`src/rtl/return_addr_stack_ckpt.sv`:
```
// Circular return address stack with single-cycle checkpoint restore.
// Overflow overwrites the oldest entry, and popped entries are retained for recovery.
module return_addr_stack_ckpt #(
   parameter  int ENTRY_NUM  = 4,
   parameter  int ADDR_WIDTH = 32,
   localparam int PTR_WIDTH  = $clog2(ENTRY_NUM),
   localparam int CNT_WIDTH  = $clog2(ENTRY_NUM + 1)
) (
   input  logic                  clk,
   input  logic                  rst,
   input  logic                  push,
   input  logic [ADDR_WIDTH-1:0] pushAddr,
   input  logic                  pop,
   input  logic                  recover,
   input  logic [PTR_WIDTH-1:0]  recoverPtr,
   input  logic [CNT_WIDTH-1:0]  recoverCount,
   input  logic [ADDR_WIDTH-1:0] recoverTopAddr,
   output logic [ADDR_WIDTH-1:0] topAddr,
   output logic                  topValid,
   output logic [PTR_WIDTH-1:0]  ptrOut,
   output logic [CNT_WIDTH-1:0]  countOut,
   output logic                  overflow,
   output logic                  underflow
);

   localparam logic [CNT_WIDTH-1:0] FULL_COUNT = CNT_WIDTH'(ENTRY_NUM);
   localparam logic [PTR_WIDTH-1:0] PTR_ONE    = PTR_WIDTH'(1);
   localparam logic [CNT_WIDTH-1:0] CNT_ONE    = CNT_WIDTH'(1);

   logic [ADDR_WIDTH-1:0] entries [ENTRY_NUM];
   logic [PTR_WIDTH-1:0]  ptr;
   logic [CNT_WIDTH-1:0]  count;

   logic [PTR_WIDTH-1:0]  ptr_nxt;
   logic [CNT_WIDTH-1:0]  count_nxt;
   logic                  wr_en;
   logic [PTR_WIDTH-1:0]  wr_idx;
   logic [ADDR_WIDTH-1:0] wr_data;
   logic                  overflow_nxt;
   logic                  underflow_nxt;

   logic                  is_empty;
   logic                  is_full;
   logic [PTR_WIDTH-1:0]  ptr_inc;
   logic [PTR_WIDTH-1:0]  ptr_dec;

   assign is_empty = (count == '0);
   assign is_full  = (count == FULL_COUNT);
   assign ptr_inc  = ptr + PTR_ONE;
   assign ptr_dec  = ptr - PTR_ONE;

   always_comb begin
      ptr_nxt       = ptr;
      count_nxt     = count;
      wr_en         = 1'b0;
      wr_idx        = ptr;
      wr_data       = pushAddr;
      overflow_nxt  = 1'b0;
      underflow_nxt = 1'b0;

      if (recover) begin
         ptr_nxt   = recoverPtr;
         count_nxt = recoverCount;
         // An empty checkpoint carries no meaningful top; leave the array alone.
         wr_en     = (recoverCount != '0);
         wr_idx    = recoverPtr;
         wr_data   = recoverTopAddr;
      end else if (push && pop) begin
         // Return-then-call replaces the top in place.
         wr_en     = 1'b1;
         wr_idx    = ptr;
         count_nxt = is_empty ? CNT_ONE : count;
      end else if (push) begin
         ptr_nxt      = ptr_inc;
         wr_en        = 1'b1;
         wr_idx       = ptr_inc;
         count_nxt    = is_full ? count : count + CNT_ONE;
         overflow_nxt = is_full;
      end else if (pop) begin
         if (is_empty) begin
            underflow_nxt = 1'b1;
         end else begin
            ptr_nxt   = ptr_dec;
            count_nxt = count - CNT_ONE;
         end
      end
   end

   always_ff @(posedge clk or posedge rst) begin
      if (rst) begin
         ptr       <= '0;
         count     <= '0;
         overflow  <= 1'b0;
         underflow <= 1'b0;
         for (int i = 0; i < ENTRY_NUM; i++) begin
            entries[i] <= '0;
         end
      end else begin
         ptr       <= ptr_nxt;
         count     <= count_nxt;
         overflow  <= overflow_nxt;
         underflow <= underflow_nxt;
         if (wr_en) begin
            entries[wr_idx] <= wr_data;
         end
      end
   end

   assign topAddr  = entries[ptr];
   assign topValid = !is_empty;
   assign ptrOut   = ptr;
   assign countOut = count;

   recover_count_legal: assert property (@(posedge clk) disable iff (rst)
      recover |-> (recoverCount <= FULL_COUNT))
      else $error("recoverCount %0d exceeds ENTRY_NUM %0d", recoverCount, ENTRY_NUM);

endmodule

```
`config.mk`:
```
export PLATFORM = sky130hd
export DESIGN_NAME = return_addr_stack_ckpt
export DESIGN_NICKNAME = d
export VERILOG_FILES = /design/src/rtl/return_addr_stack_ckpt.sv
export SDC_FILE = /design/constraint.sdc
export NUM_CORES = 1
export LEC_CHECK = 0
export CELL_PAD_IN_SITES_DETAIL_PLACEMENT = 1
export CELL_PAD_IN_SITES_GLOBAL_PLACEMENT = 2
export CORE_MARGIN = 4
export CORE_UTILIZATION = 32
export CTS_CLUSTER_DIAMETER = 120
export DETAILED_ROUTE_END_ITERATION = 8
export PLACE_DENSITY_LB_ADDON = 0.1
export SLEW_MARGIN = 20
export SYNTH_ARGS = -nofsm -noshare
export SYNTH_HDL_FRONTEND = slang
export SYNTH_SLANG_ARGS = --single-unit
export TNS_END_PERCENT = 50
```
`constraint.sdc`:
```
create_clock -name clk -period 5.55 [get_ports clk]
set_input_delay 1.11 -clock clk [delete_from_list [all_inputs] [get_ports clk]]
set_output_delay 1.11 -clock clk [all_outputs]
set_load 0.02 [all_outputs]
```
Yosys cells after proc, flatten, opt, wreduce, memory -nomap -nowiden
Index checks and enable logic that the tools add are counted.
Widths: inputs -> output; s select.
- register bits after elaboration: 135
- word-level logic and storage cells: 65
- output and inout bits: 40
- input port bits: 74
- multiplexer cells: 33
- reduce and logical (&&, ||, !) cells: 9
- bitwise operators: 2
- eq/ne operators: 6
- $add $sub $neg: 4
- order comparisons: 3
- operators by type and width (kind ; number):
    $bwmux 128 ; 1
    $mux 32 ; 4
    $bmux 32 s2 ; 1
    $demux 32 s2 ; 1
    $mux 3 ; 7
    $mux 2 ; 8
    $mux 1 ; 11
    $ne 4x3->1 const B ; 2
    $ge 3x3->1 const B ; 2
    $ne 3x3->1 const B ; 2
    $not 2->3 ; 2
    $reduce_bool 3->1 ; 2
    $reduce_and 4->1 ; 1
    $reduce_bool 4->1 ; 1
    $add 3x1->3 const B ; 1
    $eq 3x3->1 const B ; 1
    $logic_not 3->1 ; 1
    $lt 3x1->1 const B ; 1
    $reduce_and 3->1 ; 1
    $sub 3x1->3 const B ; 1
    $add 2x1->2 const B ; 1
    $logic_and 1x1->1 ; 2
    $ne 2x2->1 const B ; 1
    $sub 2x1->2 const B ; 1
    $logic_not 1->1 ; 1

Depth between registers and ports, before layout
- depth in word-level cells: 10
- mapped depth: 6
- gate-level depth less buffers: 6

Worst setup path after synthesis
No wires, ideal clock.
- kind: input-to-reg
- start: input push
- end: register entries[32] (netlist name)
- setup slack: 2859 ps
- required time: 5425 ps
- stages: 6
- path buffers: 2
- library setup time: 125 ps
- data arrival time: 2566 ps
- path through: buf_4 nor4b_2 a221o_2 a211oi_4 buf_6 mux2_4
- cells in the longest elaborated chain, start to end: 9
- elaborated cells on any way between the ends: 14
- classes of those cells: order compare (2); mux (9); bitwise (1); reduce/logical (2)
- ends and longest elaborated chain (item ; RTL line ; text):
    start, declared ; 11 ; input logic push,
    $mux 2 or $logic_and 1x1->1 (tied branches) ; 73, 68 ;
    $mux 2 ; 68 ; end else if (push && pop) begin
    $mux 2 ; 61 ; if (recover) begin
    $not 2->3 (not written as such) ; 104 ; entries[wr_idx] <= wr_data;
    $ge 3x3->1 (not written as such) or $lt 3x1->1 (tied branches) ; 104 ;
    $logic_and 1x1->1 (not written as such) ; 104 ;
    $mux 32 (not written as such) ; 104 ;
    $demux 32 s2 ; 104 ;
    $bwmux 128 ; 104 ;
    end signal, assigned by index ; 104 ;
    end, declared ; 30 ; logic [ADDR_WIDTH-1:0] entries [ENTRY_NUM];
Several ways; a longest one is shown, not always the timed one.
A chain may end at the register's enable or synchronous reset.

Final worst setup path
- start: register ptr[0], in the netlist ptrOut[0]
- end: output topAddr[24]
- cells in the longest elaborated chain, start to end: 4
- ends and longest elaborated chain (item ; RTL line ; text):
    start, declared ; 31 ; logic [PTR_WIDTH-1:0] ptr;
    start signal, assigned ; 99 ; ptr <= ptr_nxt;
    $not 2->3 (not written as such) ; 109 ; assign topAddr = entries[ptr];
    $bmux 32 s2 ; 109 ;
    $mux 32 (not written as such) (2 in series) ; 109 ;
    end, declared ; 18 ; output logic [ADDR_WIDTH-1:0] topAddr,
No other way between the ends. The select of a mux whose other input is x is not followed.

==> metrics.md <==
| Metric | Value |
|---|---|
| Outcome | `complete, no violations` |
| Buffers & Inverters on Critical Path | `2` |
| Storage cell area | `0.003381 mm^2` |
| First-pass DRT Iterations | `4` |
| H-Tree Depth | `4` |
| Pre-CTS setup slack | `between 1.5 and 2 ns` |
| Area contributors post-synth | `dfrtp_1, mux2_2, mux4_2` |
| Clk_lat worst skew | `0.41 ns` |
| Setup ws final | `1.608 ns` |
| Post-synth EDFFs | `0` |
| Global-route wire length before repair | `26.08 mm` |
| YS warnings | `0` |
| Final setup fails | `0` |
| # DRC | `0` |
| Non-Filler Instances | `801` |
| Post-Syn Instances | `between 400 and 500` |
| Most frequent cell after synthesis | `dfrtp_1` |
| Top cell family by delay on the critical path | `buffers and inverters` |
| Ratio of cells with drive above 1 in the final layout | `a little under half` |
| Synth Register Bits | `roughly 140` |
| Via Count | `3,902` |
| Nets | `593` |
| Synthesized area | `0.006691 mm^2` |
| I/O pin count | `roughly 110` |
| Endpoints failing hold | `0` |
| Vias/cell | `4.871` |
| CTS tree | `done` |
| Clock buffer depth | `2` |
| Max Fclk | `253.7 MHz` |
| Routed WL | `15.77 mm` |
| Initial antenna violation count | `0` |
| GRT Total Usage | `14.21%` |
| CP max stage delay | `0.83 ns` |
| Power Density | `478.5 mW/mm^2` |
| Worst-path fanout max | `19` |
| Setup Total Neg Slack | `0 ns` |
| Prevailing post-synth register cell | `dfrtp_1` |
| Relative slew slack | `around 31%` |
| Asr flop ratio synth | `between 90% and 100%` |
| Worst Path Required | `4.44 ns` |
| Worst Skew | `about 0.0070 ns` |
| Antenna cells | `0` |
| Post-synth cell types | `39` |
| Synth top area share | `50.49%` |
| Number of cell rows | `52` |
| Vias in the first global route | `4,530` |
| Final Util | `42.52%` |
| Hold crit path type | `reg -> reg` |
| Static leakage | `3.544 nW` |
| CTS Hold Bufs | `0` |
| Syn nets | `approximately 480` |
| Largest net degree at the start of global routing | `92` |
| Initial core utilization | `32.75%` |
| Worst slew pin tran | `~1.0 ns` |
| Area taken by multi-input logic gates | `0.003104 mm^2` |
| Sink Count | `approximately 140` |
| CP endpoint kind | `output pin` |
| Cell taking the most area after synthesis | `dfrtp_1` |
| Critical Path Slowest Stage Cell | `dfrtp_2` |
| Core Area | `0.02043 mm^2` |
| Setup bufs post-CTS | `0` |
| TritonCTS buffer count | `17` |
| Final ANT Viol Nets | `0` |
| Number of max-cap violations | `0` |
| Area growth, synth to finish | `29.81%` |
| Port bufs | `113` |
| Final HPWL DP | `10.32 mm` |
| Fill count | `2,044` |
| Startpoint types | `register` |
| Max-slew violations | `0` |
| Grt ovf | `0` |
| Min Tclk post-route | `3.942 ns` |
| Clock root buffer | `clkbuf_16` |
| Worst-path clk slew | `0.06 ns` |
| Placed Cells incl. Taps | `769` |
| Crit-path cells | `buf_4 -> mux4_2 -> clkdlybuf4s50_1` |
| Tcrit/Tclk final | `71.03%` |
| Crit path kind | `reg -> out` |
| CTS-repair resized insts | `0` |
| Die Area | `0.02329 mm^2` |
| Initial DRC Count | `132` |
| Syn Area/Cell | `about 17 um^2` |
| CP arrival | `2.83 ns` |
| RD Place Congestion | `0.7392` |
| Die width | `roughly 150 um` |
| DR WL/cell | `19.68 um` |
| Top post-synthesis cells by count | `dfrtp_1, mux2_2, mux2_4` |
| RSZ-0062 raised after global routing | `no` |
| Sequential fraction of the synthesis area | `a little over 50%` |
| Die Y | `around 150 um` |
| Max rail drop VDD | `0.1954 mV` |
sequential cells by signal, summed over array words and instances, names as in the netlist:
register / flops
countOut: 3
ptrOut: 2
entries: 128
overflow: 1
underflow: 1
area by class of cell:
type	instances	share of cell area, %
clock buffers	25	5.935
repair buffers	121	13.66
clock inverters	7	1.585
multi-input cells	238	35.74
well taps	270	3.889
flip-flops and latches	135	38.92
inverters	5	0.2737
routing by layer:
| metal | share of wire, % | vias up | global-route usage (%) |
|---|---|---|---|
| li1 | - | 1742 | - |
| met1 | 46 | 2074 | 18.50 |
| met2 | 50 | 74 | 23.37 |
| met3 | 3.5 | 12 | 3.550 |
| met4 | 1.2 | 0 | 4.582 |
| met5 | 0 | - | 0 |
final timing paths:
path	startpoint	to	slack, ns	cells after the start
max	ptrOut[0]	topAddr[24]	1.61	3
min	entries[28]	entries[28]	0.49	1
max reg2reg	ptrOut[0]	entries[91]	2.11	6
min reg2reg	entries[28]	entries[28]	0.49	1
max in group asynchronous	rst	entries[85]	3.19	3
min in group asynchronous	rst	entries[33]	1.24	2
stage by stage:
stage / hold slack (ns) / total power, mW / instance area, um^2
final: 0.4864 / 4.156 / 8686
after global routing: 0.5125 / 4.387 / 8686
after CTS: 0.4933 / 4.233 / 8686
after detailed placement: 0.4811 / 2.971 / 8033
after global placement: 0.4629 / 2.915 / 8033
after floorplan: 0.4526 / 2.448 / 6691
worst reg2reg max path: cells and delay by family, from the launching register on:
family                 cells  cell delay, ns
AND/OR/NAND/NOR            2            0.84
flip-flops                 1            0.83
buffers and inverters      2            0.68
multiplexers               2            0.97
kinds of logic after synthesis:
family	synth area share, %
buffers and inverters	3.366
and+or+nand+nor	2.356
muxes	41.23
AOI/OAI and AO/OA	1.739
DFF	50.49
adders and majority gates	0.2992
xor gates and xnor gates	0.5237
where the power goes:
group / internal, mW / switching [mW] / total, mW
Combinational: 0.838 / 0.528 / 1.37
Sequential: 1.34 / 0.220 / 1.56
Clock: 0.823 / 0.408 / 1.23
placed cells by master, fill, tap and decap left out, drive strengths merged, types with 5 or more instances in the layout:
cell	n
mux2	162
dfrtp	135
clkdlybuf4s50	112
mux4	32
clkbuf	25
buf	9
nor2	5
inv	5
Note: power is estimated with default switching activity, not from simulation.
==> RTL edit 1 (config.mk and constraints unchanged) <==
Add an input register stage for `recoverTopAddr`, with the module's reset; this delays it by one clock. The other inputs are not delayed to match.
--- a/src/rtl/return_addr_stack_ckpt.sv
+++ b/src/rtl/return_addr_stack_ckpt.sv
@@ -27,4 +27,14 @@
    localparam logic [PTR_WIDTH-1:0] PTR_ONE    = PTR_WIDTH'(1);
    localparam logic [CNT_WIDTH-1:0] CNT_ONE    = CNT_WIDTH'(1);
+
+   logic [ADDR_WIDTH-1:0] recoverTopAddr_q;
+
+   always_ff @(posedge clk or posedge rst) begin
+      if (rst) begin
+         recoverTopAddr_q <= '0;
+      end else begin
+         recoverTopAddr_q <= recoverTopAddr;
+      end
+   end
 
    logic [ADDR_WIDTH-1:0] entries [ENTRY_NUM];
@@ -65,5 +75,5 @@
          wr_en     = (recoverCount != '0);
          wr_idx    = recoverPtr;
-         wr_data   = recoverTopAddr;
+         wr_data   = recoverTopAddr_q;
       end else if (push && pop) begin
          // Return-then-call replaces the top in place.
Behaviour: not the same (a bounded check fails within 4 cycles, from zero or initial values and one cycle with rst high).
==> RTL edit 1 against the original RTL <==
Maximum frequency shrank 1.4%; sequential cell count grew 32; power grew 9.2%; first-iteration DRC count grew 12%; sequential power grew 18%; combinational power grew 7%; area after synthesis grew 11%; routed wire length grew 9.6%; design area grew 8.3%; die area grew 10%; worst setup slack lost 57 ps; critical endpoint is now topAddr[30].
==> RTL edit 1: results (changes against the original RTL) <==
The number of design-rule violations left by the first detailed-router iteration was 148 (+12%). The half-perimeter wire length after placement was 10.7 mm (+3.2%). The buffer count from post-CTS setup fixing came to 0 (unchanged).

The number of antenna violations at the first check in global routing came out at 0 (unchanged). The final weighted congestion of routability-driven global placement is 0.697 (-5.8%). The flow ran to the end, and the final reports show no timing, DRC or antenna violations.

The final net count is 623 (+5.1%). The number of CTS-inserted buffers was 17 (unchanged). The detailed-router iteration count before antenna repair came to 4 (unchanged). The highest ir drop seen on vdd came out at 0.217 mV (+11%). The overall fraction of global-route tracks in use came to 14.2% (-0.052 points). The placed cell area came to 8790 um^2 (+9.5%).

Ranked by total cell area, the synthesized netlist is headed by dfrtp_1 (56%), mux2_2 (13%), mux4_2 (9.7%). The count of distinct cell types in the synthesized netlist is 37 (-5.1%). The reported leakage power is 3.84 nW (+8.3%). The count of antenna diodes in the layout is 0 (unchanged). The wire length of the first global-routing pass is 28.4 mm (+9.0%). The xor/xnor cell area share of the yosys netlist came out at 0.237% (-0.29 points). The worst-skew pair later-pin latency is 420 ps. The path category of the worst min-delay check is flip-flop to flip-flop.

The port buffer count is 113 (unchanged). The number of flip-flops in the largest register is 128 (unchanged). The adder-cell area share of the yosys netlist came to 0.270% (-0.029 points). The post-place setup slack came to 1260 ps (-283 ps). The multiplexer share of the synthesized area came to 36.7% (-4.5 points). The number of global-route vias before repair came to 4950 (+9.3%). The commonest cells after synthesis are dfrtp_1 (167), mux2_2 (85), mux2_1 (45).

The average cell area after synthesis is 16.9 um^2 (+2.2%). The most flop-heavy register is entries. The count of H-tree levels built during CTS came to 4 (unchanged). The per-cell routed wire length came out at 20.4 um (+3.9%).

The number of nets in the synthesized netlist is 512 (+6.9%). The average via count per standard cell came out at 4.95 (+1.5%). The compound-gate portion of the synthesized area is 1.74% (+0.0024 points). The worst slew margin relative to its limit came to 28.9% (-2.2 points). The maximum fanout along the worst path is 25 (+6). The number of placed instances with taps included was 814 (+5.9%). The pin count of the biggest net entering global routing is 168 (+83%).

The final clock skew is 7.88 ps (+0.860 ps). The via count of the routed design is 4180 (+7.1%). In the synthesized netlist the dominant register cell turns out to be dfrtp_1. The buffer levels on the longest clock path is 2 (unchanged). The total of warnings raised by yosys is 0 (unchanged). The fraction of layout cells with a size suffix above 1 came out at 35.0% (-11 points). The root buffer cell chosen for the clock tree is clkbuf_16.

The proportion of synthesized flip-flops having asynchronous set or reset came out at 100% (unchanged). The clock edge transition at the registers on the reported setup and hold paths is 70 ps. The part of the Yosys area used for sequential elements came to 56.5% (+6.0 points). The endpoint arrival time on the critical path came out at 2890 ps (+60 ps). The post-CTS resize count came out at 0 (unchanged).
==> RTL edit 1: cells by family after synthesis <==
| group | count (synthesis) |
|---|---|
| muxes | 199 |
| DFF | 167 |
| buffers and inverters | 32 |
| AOI/OAI and AO/OA | 13 |
| and+or+nand+nor | 23 |
| xor gates and xnor gates | 2 |
| adders and majority gates | 1 |
==> RTL edit 1: routing by layer <==
metal  share of wire [%]  global-route usage (%)
met1                  46                    18.5
met2                  50                    23.8
met3                 3.3                    3.23
met4                 1.1                    3.87
met5                   0                       0
==> RTL edit 1: power by group <==
part | internal, mW | switching (mW) | total, mW
clock | 0.724 | 0.508 | 1.23
sequential | 1.61 | 0.237 | 1.84
combinational | 0.867 | 0.596 | 1.46
==> RTL edit 1: path summary, 6_finish.rpt <==
| path | slack, ps | from | cells after the start | endpoint |
|---|---|---|---|---|
| min in group asynchronous | 1270 | rst | 3 | recoverTopAddr_q[31] |
| min | 480 | entries[54] | 1 | entries[54] |
| max in group asynchronous | 3550 | rst | 3 | entries[60] |
| max reg2reg | 2030 | ptrOut[0] | 6 | entries[120] |
| max | 1550 | ptrOut[0] | 3 | topAddr[30] |
| min reg2reg | 480 | entries[54] | 1 | entries[54] |
==> RTL edit 1: area by class of cell <==
class | count | area, um^2
Clock inverter | 13 | 170
Multi-Input combinational cell | 238 | 3050
Fill cell | 2245 | 13300
Timing Repair Buffer | 119 | 1180
Tap cell | 285 | 357
Inverter | 5 | 22.5
Clock buffer | 18 | 439
Sequential cell | 167 | 4180
==> RTL edit 1: worst max-delay path: stages, from the launching register on <==
cell and delay [ps]:
dfrtp_2 690, buf_4 560, mux4_2 640, clkdlybuf4s50_1 570
==> RTL edit 2 (same flow settings) <==
Without the edit above. Set the parameter `ADDR_WIDTH` to 48 (it was 32).
--- a/src/rtl/return_addr_stack_ckpt.sv
+++ b/src/rtl/return_addr_stack_ckpt.sv
@@ -3,5 +3,5 @@
 module return_addr_stack_ckpt #(
    parameter  int ENTRY_NUM  = 4,
-   parameter  int ADDR_WIDTH = 32,
+   parameter  int ADDR_WIDTH = 48,
    localparam int PTR_WIDTH  = $clog2(ENTRY_NUM),
    localparam int CNT_WIDTH  = $clog2(ENTRY_NUM + 1)
Ports: changed (resized pushAddr, recoverTopAddr and topAddr); port bits go from 114 to 162. No check against the original RTL was run, so the function may have changed too.
==> RTL edit 2 against the original RTL <==
Sequential share of layout area increased by 2.2 points; worst setup slack got worse by 67 ps; routed wire length increased by 48%; via count increased by 42%; design area increased by 40%; power increased by 37%; sequential cell count increased by 64; sequential power increased by 51%; area after synthesis increased by 43%; register-to-register slack improved by 370 ps; final cell count increased by 41%.
==> RTL edit 2: results (changes against the original RTL) <==
The flow ran to the end, and the final reports show no timing, DRC or antenna violations. The half-perimeter wire length after placement is 14.7 mm (+42%). The count of antenna diodes in the layout was 0 (unchanged). The placed cell area came out at 11500 um^2 (+44%).

The number of design-rule violations left by the first detailed-router iteration came out at 195 (+48%). The post-CTS resize count is 0 (unchanged). The number of CTS-inserted buffers was 17 (unchanged). The commonest cells after synthesis are dfrtp_1 (199), mux2_2 (160), mux4_2 (48). Counting flops per register, the top entry is entries. The overall fraction of global-route tracks in use came out at 14.5% (+0.26 points).

The min-delay analysis places its worst path in the category flip-flop to flip-flop. The final clock skew was 11.9 ps (+4.88 ps). The average via count per standard cell was 4.90 (+0.53%).

The endpoint arrival time on the critical path is 2900 ps (+70 ps). The root buffer cell is clkbuf_16. The number of inserted filler cells in the final layout came out at 2942 (+44%).

The most frequently used flop master after synthesis is dfrtp_1. The final global-route overflow total is 0 (unchanged). The number of antenna violations at the first check in global routing is 0 (unchanged).

The maximum fanout along the worst path came out at 36 (+17). The number of global-route vias before repair is 6429 (+42%). The count of H-tree levels built during CTS is 4 (unchanged).

The via count of the routed design came to 5529 (+42%). The number of instances in the synthesized netlist was 579 (+43%). The fraction of layout cells with a size suffix above 1 came out at 40.3% (-5.2 points). The highest ir drop seen on vdd came out at 0.218 mV (+12%). The reported leakage power came out at 4.93 nW (+39%).

The proportion of synthesized flip-flops having asynchronous set or reset is 100% (unchanged). The detailed-router iteration count before antenna repair was 4 (unchanged). The final weighted congestion of routability-driven global placement is 0.690 (-6.7%).

The worst slew margin relative to its limit was 40.6% (+9.5 points). The pin count of the biggest net entering global routing came out at 200 (+120%). The overall routed net length was 23.4 mm (+48%). The final net count came to 834 (+41%). The wire length of the first global-routing pass came out at 37.4 mm (+43%). The number of flip-flops in the largest register came out at 192 (+50%). The worst-skew pair later-pin latency is 430 ps (+20 ps).

By area the synthesized netlist is led by dfrtp_1 (52%), mux2_2 (19%), mux4_2 (11%). The total of warnings raised by yosys came to 0 (unchanged). The number of nets in the synthesized netlist is 686 (+43%). The part of the Yosys area used for sequential elements came to 52.1% (+1.6 points).

The biggest cell delay along the critical path came out at 940 ps (+110 ps). The buffer count from post-CTS setup fixing came out at 0 (unchanged). The clock edge transition at the registers on the reported setup and hold paths was 80 ps (+20 ps). The count of distinct cell types in the synthesized netlist came to 37 (-5.1%). The buffer levels on the longest clock path came out at 2 (unchanged). The port buffer count came to 161 (+42%). The number of placed instances with taps included came out at 1097 (+43%). The highest-delay cell along the critical path is dfrtp_4.
RTL edit 2: final timing paths:
path,slack (ps),start,cells past startpoint,to
min in group asynchronous,1120,rst,3,entries[6]
worst max register to register,2480,ptrOut[0],5,entries[146]
worst min-delay path,480,entries[50],1,entries[50]
max in group asynchronous,3420,rst,4,entries[157]
worst max-delay path,1540,ptrOut[0],3,topAddr[12]
worst min register to register,480,entries[50],1,entries[50]
RTL edit 2: logic make-up after synthesis:
logic type	after synthesis	share of synthesized area, %
mux	295	42.0
flops	199	52.1
buf+inv	46	2.82
simple gates	23	1.45
compound gates	13	1.19
xor+xnor	2	0.183
fa+ha+maj	1	0.210
RTL edit 2: stage by stage:
| step | total power [mW] | setup WS (ps) |
|---|---|---|
| floorplan | 3.70 | 1870 |
| global placement | 4.47 | 1490 |
| detailed placement | 4.58 | 1450 |
| CTS | 5.80 | 1360 |
| global route | 6.03 | 1330 |
| finish | 5.69 | 1540 |
RTL edit 2: routing by layer:
metal,GRT usage [%],share of wire (%),routed length (um),up-vias
li1,-,-,-,2451
met2,24.8,51,11800,105
met1,19.2,45,10500,2964
met5,0,0,0,-
met3,3.02,3.7,873,9
met4,2.72,0.66,154,0
RTL edit 2: final cells by class:
cell class,count,area [um^2],share of cell area (%)
sequential,199,4990,41.1
multi-input combinational,334,4320,35.6
timing repair buffer,170,1760,14.5
tap,390,488,4.02
clock buffer,18,439,3.62
clock inverter,13,113,0.928
inverter,5,22.5,0.186
RTL edit 2: critical path, delay by kind of cell, from the launching register on:
family	cells	cell delay [ps]
buf+inv	2	970
mux	1	560
flops	1	940
RTL edit 2: power by group:
| part | switching, mW | internal, mW |
|---|---|---|
| Clock | 0.584 | 0.599 |
| Combinational | 0.868 | 1.29 |
| Sequential | 0.340 | 2.01 |
